<file path="src/rtl/alu_requester_pkg.sv">
// -----------------------------------------------------------------------------
// alu_requester_pkg
// Shared definitions for the ALU requester: default widths, default timeout
// length and the requester FSM state encoding.
// -----------------------------------------------------------------------------
package alu_requester_pkg;

    localparam int SIZEDATA_DEF      = 8;
    localparam int SIZEOP_DEF        = 6;
    localparam int TIMEOUT_TICKS_DEF = 4096;

    typedef enum logic [2:0] {
        IDLE     = 3'd0,
        SEND_A   = 3'd1,
        WAIT_A   = 3'd2,
        SEND_B   = 3'd3,
        WAIT_B   = 3'd4,
        SEND_OP  = 3'd5,
        WAIT_OP  = 3'd6,
        WAIT_RES = 3'd7
    } state_t;

endpackage

</file>
<file path="src/rtl/alu_requester_tick_timer.sv">
// -----------------------------------------------------------------------------
// tick_timer
// Counts baud ticks while enabled and flags the cycle in which the TICKS-th
// tick arrives.
//   i_clock  : system clock
//   i_reset  : synchronous active-high reset
//   clear    : zero the count (has priority over counting)
//   enable   : count ticks only while high
//   tick     : baud-rate tick
//   expired  : combinational, high in the cycle the final tick is presented
// -----------------------------------------------------------------------------
module tick_timer
    import alu_requester_pkg::*;
#(
    parameter int TICKS = TIMEOUT_TICKS_DEF
) (
    input  logic i_clock,
    input  logic i_reset,
    input  logic clear,
    input  logic enable,
    input  logic tick,
    output logic expired
);

    localparam int CW = $clog2(TICKS + 1);

    logic [CW-1:0] count;

    always_ff @(posedge i_clock) begin
        if (i_reset || clear) begin
            count <= '0;
        end else if (enable && tick) begin
            count <= count + 1'b1;
        end
    end

    // Flag on the final tick itself so the FSM can react in the same cycle
    // and let a coincident result take precedence.
    assign expired = enable && tick && (count == CW'(TICKS - 1));

endmodule

</file>
<file path="src/rtl/alu_requester.sv">
// -----------------------------------------------------------------------------
// alu_requester
// Sends operand A, operand B and the zero-extended opcode over a UART TX
// handshake, then waits for a single result byte from UART RX, giving up
// after TIMEOUT_TICKS baud ticks.
//   i_clock, i_reset          : clock, synchronous active-high reset
//   i_tick                    : baud tick, used only for the result timeout
//   i_start, i_datoa/b, i_opcode : request pulse and operands (sampled on start)
//   o_tx_signal, o_tx_data_byte, i_tx_done : UART TX strobe/byte/complete
//   i_rx_done, i_rx_data      : UART RX byte valid/byte
//   o_busy                    : transaction in progress
//   o_result, o_result_valid  : last result byte and its update pulse
//   o_timeout                 : pulse when the result wait expires
// -----------------------------------------------------------------------------
module alu_requester
    import alu_requester_pkg::*;
#(
    parameter int SIZEDATA      = SIZEDATA_DEF,
    parameter int SIZEOP        = SIZEOP_DEF,
    parameter int TIMEOUT_TICKS = TIMEOUT_TICKS_DEF
) (
    input  logic                i_clock,
    input  logic                i_reset,
    input  logic                i_tick,
    input  logic                i_start,
    input  logic [SIZEDATA-1:0] i_datoa,
    input  logic [SIZEDATA-1:0] i_datob,
    input  logic [SIZEOP-1:0]   i_opcode,
    output logic                o_tx_signal,
    output logic [SIZEDATA-1:0] o_tx_data_byte,
    input  logic                i_tx_done,
    input  logic                i_rx_done,
    input  logic [SIZEDATA-1:0] i_rx_data,
    output logic                o_busy,
    output logic [SIZEDATA-1:0] o_result,
    output logic                o_result_valid,
    output logic                o_timeout
);

    state_t state, state_next;

    logic [SIZEDATA-1:0] a_q;
    logic [SIZEDATA-1:0] b_q;
    logic [SIZEOP-1:0]   op_q;
    logic                timer_clear;
    logic                timer_en;
    logic                expired;

    function automatic logic [SIZEDATA-1:0] zext_op(input logic [SIZEOP-1:0] op);
        return SIZEDATA'(op);
    endfunction

    tick_timer #(
        .TICKS (TIMEOUT_TICKS)
    ) u_tick_timer (
        .i_clock (i_clock),
        .i_reset (i_reset),
        .clear   (timer_clear),
        .enable  (timer_en),
        .tick    (i_tick),
        .expired (expired)
    );

    always_ff @(posedge i_clock) begin
        if (i_reset) begin
            state <= IDLE;
        end else begin
            state <= state_next;
        end
    end

    always_comb begin
        state_next  = state;
        o_tx_signal = 1'b0;
        timer_clear = 1'b0;
        timer_en    = 1'b0;
        o_busy      = (state != IDLE);
        case (state)
            IDLE:     if (i_start) state_next = SEND_A;
            SEND_A: begin
                o_tx_signal = 1'b1;
                state_next  = WAIT_A;
            end
            WAIT_A:   if (i_tx_done) state_next = SEND_B;
            SEND_B: begin
                o_tx_signal = 1'b1;
                state_next  = WAIT_B;
            end
            WAIT_B:   if (i_tx_done) state_next = SEND_OP;
            SEND_OP: begin
                o_tx_signal = 1'b1;
                state_next  = WAIT_OP;
            end
            WAIT_OP: begin
                // Counter starts from zero on the way into WAIT_RES.
                if (i_tx_done) begin
                    state_next  = WAIT_RES;
                    timer_clear = 1'b1;
                end
            end
            WAIT_RES: begin
                timer_en = 1'b1;
                if (i_rx_done || expired) state_next = IDLE;
            end
            default:  state_next = IDLE;
        endcase
    end

    // The TX byte register is loaded on the transition into each SEND state,
    // so it is already valid with the strobe and holds until the next load.
    always_ff @(posedge i_clock) begin
        if (i_reset) begin
            a_q            <= '0;
            b_q            <= '0;
            op_q           <= '0;
            o_tx_data_byte <= '0;
            o_result       <= '0;
            o_result_valid <= 1'b0;
            o_timeout      <= 1'b0;
        end else begin
            o_result_valid <= 1'b0;
            o_timeout      <= 1'b0;
            case (state)
                IDLE: begin
                    if (i_start) begin
                        a_q            <= i_datoa;
                        b_q            <= i_datob;
                        op_q           <= i_opcode;
                        o_tx_data_byte <= i_datoa;
                    end
                end
                WAIT_A:   if (i_tx_done) o_tx_data_byte <= b_q;
                WAIT_B:   if (i_tx_done) o_tx_data_byte <= zext_op(op_q);
                WAIT_RES: begin
                    // A result arriving with the final tick wins.
                    if (i_rx_done) begin
                        o_result       <= i_rx_data;
                        o_result_valid <= 1'b1;
                    end else if (expired) begin
                        o_timeout <= 1'b1;
                    end
                end
                default: ;
            endcase
        end
    end

endmodule

</file>
<file path="config.mk">
export PLATFORM = sky130hd
export DESIGN_NAME = alu_requester
export DESIGN_NICKNAME = d
export VERILOG_FILES = /design/src/rtl/alu_requester_pkg.sv /design/src/rtl/alu_requester_tick_timer.sv /design/src/rtl/alu_requester.sv
export SDC_FILE = /design/constraint.sdc
export NUM_CORES = 1
export LEC_CHECK = 0
export ABC_AREA = 0
export CAP_MARGIN = 10
export CORE_MARGIN = 5
export CORE_UTILIZATION = 55
export DETAILED_ROUTE_END_ITERATION = 10
export DONT_BUFFER_PORTS = 1
export MAX_ROUTING_LAYER = met4
export PLACE_DENSITY = 0.82
export SYNTH_ARGS = -nofsm -noshare
export SYNTH_HDL_FRONTEND = slang
export SYNTH_SLANG_ARGS = --single-unit
</file>
<file path="constraint.sdc">
create_clock -name i_clock -period 1.96 [get_ports i_clock]
set_input_delay 0.196 -clock i_clock [delete_from_list [all_inputs] [get_ports i_clock]]
set_output_delay 0.196 -clock i_clock [all_outputs]
set_load 0.005 [all_outputs]
</file>
Word level (Yosys, flattened, before mapping)
Index checks and enable logic that the tools add are counted.

operators by class
  $add $sub $neg = 1
  eq/ne operators = 13
  mux-type cells = 16
  bitwise gates (word level) = 1
  reduce and logical (&&, ||, !) cells = 14

operators by type and width
  kind                     number
  $mux W8                  3
  $pmux W3 S8              1
  $pmux W8 S3              1
  $mux W3                  5
  $add A13 B1 Y13 const B  1
  $eq A13 B12 Y1 const B   1
  $eq A3 B3 Y1 const B     4
  $ne A2 B2 Y1 const B     5
  $eq A3 B2 Y1 const B     2
  $mux W1                  6
  $reduce_bool A3 Y1       2
  $reduce_or A3 Y1         2
  $reduce_and A5 Y1        1
  $reduce_and A2 Y1        2
  $reduce_and A4 Y1        1
  $eq A3 B1 Y1 const B     1
  $logic_not A3 Y1         1
  $logic_and A1 B1 Y1      2
  $logic_or A1 B1 Y1       2
  $reduce_or A2 Y1         1
  $not A1 Y1               1

word-level totals
  register bits after elaboration = 48
  bits of input ports = 36
  output and inout bits = 20
  logic and storage cells = 53

Longest topological paths before layout
  word-level depth = 7
  depth in mapped cells = 7

Hierarchy
A second synthesis with hierarchy kept.

second synthesis, totals
  cells, all modules = 282
  area, all modules = 2293.4 um2

modules (own cells, without submodules)
  module         times used  cells an instance  area each (um2)  seq. area each (um2)
  alu_requester  1           206                1625.3           700.7
  tick_timer     1           76                 668.1            260.2

Worst setup path after synthesis
No wires, ideal clock.

  kind = flip-flop to flip-flop
  start = reg u_tick_timer.count[0]
  end = reg state[2]
  arrival = 1.430 ns
  slack = 0.404 ns
  stages on the path, launching flop included = 6
  buffers on the path = 0
  period minus slack after synthesis = 1.556 ns
  cells stage by stage = dfxtp_1 > ha_1 > nand4_1 > or4_4 > o211ai_2 > nand3_1

on the way
  cells in the longest elaborated chain, start to end = 5

RTL lines
  element                      line                            RTL
  start, declared              alu_requester_tick_timer.sv:27  logic [CW-1:0] count;
  start signal, assigned       alu_requester_tick_timer.sv:33  count <= count + 1'b1;
  $eq A13 B12 Y1               alu_requester_tick_timer.sv:39  assign expired = enable && tick && (count == CW'(TICKS - 1));
  $logic_and A1 B1 Y1          alu_requester_tick_timer.sv:39
  $logic_or A1 B1 Y1           alu_requester.sv:103            if (i_rx_done || expired) state_next = IDLE;
  $ne A2 B2 Y1 (no line)       --
  $reduce_and A5 Y1 (no line)  --
  end signal, assigned         alu_requester.sv:68             state <= state_next;
  end, declared                alu_requester.sv:40             state_t state, state_next;

Every way passes these cells.
A chain may end at the register's enable or synchronous reset.

Worst setup path in the final report
  start = reg state[0]
  end = reg o_tx_data_byte[4]

on the way
  cells in the longest elaborated chain, start to end = 3
  elaborated cells between the ends (all ways) = 9
  classes of those cells = 5 x eq/ne; 1 x mux; 3 x reduce/logical

RTL lines
  element                                                              line                  RTL
  $eq A3 B2 Y1 (tied with other cells)                                 alu_requester.sv:123  case (state)
  $ne A2 B2 Y1 (no line) / $reduce_bool A3 Y1 (equally long branches)  --
  $reduce_and A4 Y1 (no line)                                          --
  end signal, assigned                                                 alu_requester.sv:129  o_tx_data_byte <= i_datoa;
  end signal, assigned                                                 alu_requester.sv:132  WAIT_A: if (i_tx_done) o_tx_data_byte <= b_q;
  end signal, assigned                                                 alu_requester.sv:133  WAIT_B: if (i_tx_done) o_tx_data_byte <= zext_op(op_q);
  end, declared                                                        alu_requester.sv:30   output logic [SIZEDATA-1:0] o_tx_data_byte,

Several ways; a longest one is shown, not always the timed one.

==> reports/results.md <==
| Result | Reported |
| --- | --- |
| Number of warning messages in the yosys log | 0 |
| Clock Tree Buf Depth | 2 |
| Proportion of layout cells with a drive suffix above 1 | 8.36% |
| Mean cell area of the mapped netlist | 8.20 sq um |
| Routed Antenna Nets | 0 |
| Max-slew violation count | 0 |
| Startpoint kind of the worst setup timing path | flip-flop |
| Post-layout nets | 312 |
| Final instance area | 2410 sq um |
| Max Fanout on Critical Path | 31 |
| Library cell with the highest instance count after synthesis | nand2_1 |
| Worst reg-to-reg setup slack | 240 ps |
| Fill cell instance count of the final layout | 358 |
| Average routed wire per standard cell | 14.1 um |
| Post-synthesis instance area | 2280 sq um |
| Total Wirelength | 4580 um |
| Tot Pwr | 1940 uW |
| Overall Global Routing Usage | 18.0% |
| Pre-Repair DR Iteration Count | 4 |
| Post-synth top cells | nand2_1, dfxtp_1, a21oi_1 |
| Height of the die | 74.4 um |
| Max Clock Freq | 0.581 GHz |
| Post-synthesis cell type count | 47 |
| CTS tree | built |
| Number of vias per cell | 5.64 |
| CTS clk-pin slew, worst paths | 80 ps |
| Number of remaining DRC errors | 0 |
| Mapped Nets | 315 |
| Cell at the root of the clock tree | clkbuf_8 |
| Setup TNS | 0 ps |
| Power Density | 804 nW/um^2 |
| Min-delay worst type | in2reg |
| Floorplan core area | 4000 sq um |
| Post-DP Area | 2320 sq um |
| Top FF cell, synth | dfxtp_1 |
| NetSw | 524 uW |
| Sw Ratio | 27.0% |
| EDFF count, synth | 0 |
| Critical path endpoint category | flip-flop |
| Endpoint of the worst setup timing path | o_tx_data_byte[4]$_SDFFE_PP0P_ |
| Crit path DAT | 1930 ps |
| Syn-to-layout area delta | 5.81% |
| Main area contributors after synthesis | dfxtp_1, nand2_1, a21oi_1 |
| Number of post-CTS setup repair buffers | 0 |
| Number of global-route vias before repair | 1625 |
| Final Wtd Congestion | 0.800 |
| Multi-input gate area in the final layout | 1180 sq um |
| Top cell type's share of synthesized area | 42.1% |
| Initial DRC Count | 116 |
| IO Pins | 56 |
| Count of hold-fix buffers inserted at cts | 1 |
| Area of all sequential standard cells | 961 sq um |
| CTS sink count | 48 |
| Endpoint of the most critical register-to-register path | o_tx_data_byte[4]$_SDFFE_PP0P_ |
| Die footprint | 5540 sq um |
| Synthesis-stage register bit count | 48 |
| Share of the cycle needed by the critical path after routing | 87.8% |
| Worst setup path startpoint | state[0]$_SDFFE_PP0P_ |
| Final core utilization | 60.3% |
| Effective utilization at floorplan | 57.0% |
| Endpoint required time on the critical path | 2170 ps |
| Status | completed |
| Share of power burned in registers | 55.7% |
| Number of placement rows | 23 |
| I/O Buffers | 0 |
| Syn Inst Count | 278 |
| Sum of overflow across all layers after global routing | 0 |
| CTS buffer count | 5 |
| Worst reg2reg path depth | 5 |
| Clk pwr share | 28.0% |
| Internal power component | 1420 uW |
| Post-DP HPWL | 3340 um |
| # Max-Cap Violations | 0 |
| Final setup violation count | 0 |
| Combinational Power Share | 16.3% |
| Setup repair after global routing missed its margin | false |
| Sequential share of the synthesized area | 42.1% |
| Worst VDD drop | 0.555 mV |
| Final hold violations | 0 |
| Measured slew at the worst slew-check pin | 1110 ps |
| Setup clock skew after layout | 6.08 ps |
| DR vias | 1833 |
| Initial antenna violation count | 0 |
| Reg2reg start | state[0]$_SDFFE_PP0P_ |
| Fraction of registers with async set or reset after synthesis | 0% |
| Largest area contributor in the netlist | dfxtp_1 |
| Floorplan die width | 74.4 um |
| Critical Setup Path Class | reg2reg |
| CTS H-tree depth | 2 |
| Total inserted antenna cells | 0 |
| Static power due to leakage | 0.000806 uW |
| Max-slew headroom at the worst pin | 26.0% |
| Pin count of the biggest net entering global routing | 32 |
| Total of cells resized after clock tree synthesis | 0 |
| Global-route wire length before repair | 7430 um |
| Worst-skew pair later-pin latency | 300 ps |
| Final critical-path required period | 1720 ps |
[cell type report]
class | count | share of cell area [%]
multi-input combinational | 202 | 48.9
sequential | 48 | 39.8
timing repair buffer | 9 | 4.04
clock buffer | 6 | 3.01
tap | 50 | 2.59
inverter | 9 | 1.40
clock inverter | 1 | 0.207
[stage by stage]
step           hold slack, ps  setup slack (ps)  instances
2_1_floorplan             332               404        278
3_5_place_dp              271               284        316
6_report                 22.6               239        325
3_3_place_gp              269               282        316
4_1_cts                  4.37               255        324
5_1_grt                  8.51              91.0        325
[registers in the layout, indices dropped and copies added, names as in the netlist]
register	cells
b_q	8
o_result	8
o_result_valid	1
o_timeout	1
o_tx_data_byte	8
op_q	6
state	3
u_tick_timer.count	13
[logic make-up after synthesis]
| family | share of synthesized area [%] |
|---|---|
| muxes | 1.43 |
| xor gates and xnor gates | 3.46 |
| DFF | 42.1 |
| and+or+nand+nor | 29.5 |
| buffers and inverters | 6.09 |
| adders and majority gates | 0.548 |
| AOI/OAI and AO/OA | 16.8 |
[cell usage in the layout (no fill, tap or decap), types with 2 or more instances in the layout]
| cell type | synthesis | routed |
|---|---|---|
| a21oi_1 | 35 | 35 |
| nand2_1 | 49 | 49 |
| xnor2_1 | 6 | 6 |
| or3_1 | 7 | 7 |
| and2_1 | 2 | 2 |
| clkbuf_8 | 0 | 5 |
| nor2_1 | 18 | 18 |
| dlygate4sd3_1 | 0 | 2 |
| buf_12 | 0 | 2 |
| a211oi_1 | 2 | 2 |
| or3b_1 | 5 | 5 |
| xor2_1 | 3 | 3 |
| buf_4 | 3 | 5 |
| a32o_1 | 5 | 5 |
| nor3_1 | 6 | 6 |
| nand2b_1 | 8 | 8 |
| dfxtp_1 | 48 | 48 |
| a21boi_0 | 5 | 5 |
| nand3b_1 | 9 | 9 |
| nand3_1 | 6 | 6 |
| inv_1 | 9 | 9 |
| o21ai_0 | 7 | 7 |
| nand4_1 | 6 | 6 |
[power groups by stage]
| stage | Combinational, uW | Clock, uW | Sequential [uW] |
|---|---|---|---|
| floorplan | 271 | 0 | 1080 |
| global placement | 300 | 0 | 1100 |
| detailed placement | 304 | 0 | 1110 |
| CTS | 316 | 562 | 1080 |
| global route | 354 | 603 | 1090 |
| finish | 316 | 543 | 1080 |
[worst min path at each step]
stage	from	slack (ps)	cells after the start	endpoint
finish	i_opcode[1]	20	2	op_q[1]$_SDFFE_PP0P_
global route	i_opcode[1]	9	2	op_q[1]$_SDFFE_PP0P_
CTS	i_reset	4	1	state[0]$_SDFFE_PP0P_
detailed placement	i_reset	270	1	o_result[3]$_SDFFE_PP0P_
global placement	i_reset	270	1	o_result[6]$_SDFFE_PP0P_
floorplan	i_opcode[0]	330	2	op_q[0]$_SDFFE_PP0P_
[critical path, stage by stage (launching register included)]
cell	delay (ps)
dfxtp_1	410
buf_12	210
or3b_1	370
a32o_1	220
or3_1	300
a21oi_1	120
[metal layers]
| layer | part of all wire, % | routed length [um] | GRT usage, % |
|---|---|---|---|
| met4 | 1.4 | 63 | 5.93 |
| met1 | 47 | 2140 | 23.1 |
| met3 | 8.6 | 393 | 6.08 |
| met5 | 0 | 0 | - |
| met2 | 43 | 1980 | 26.7 |
(Power assumes the default switching activity.)
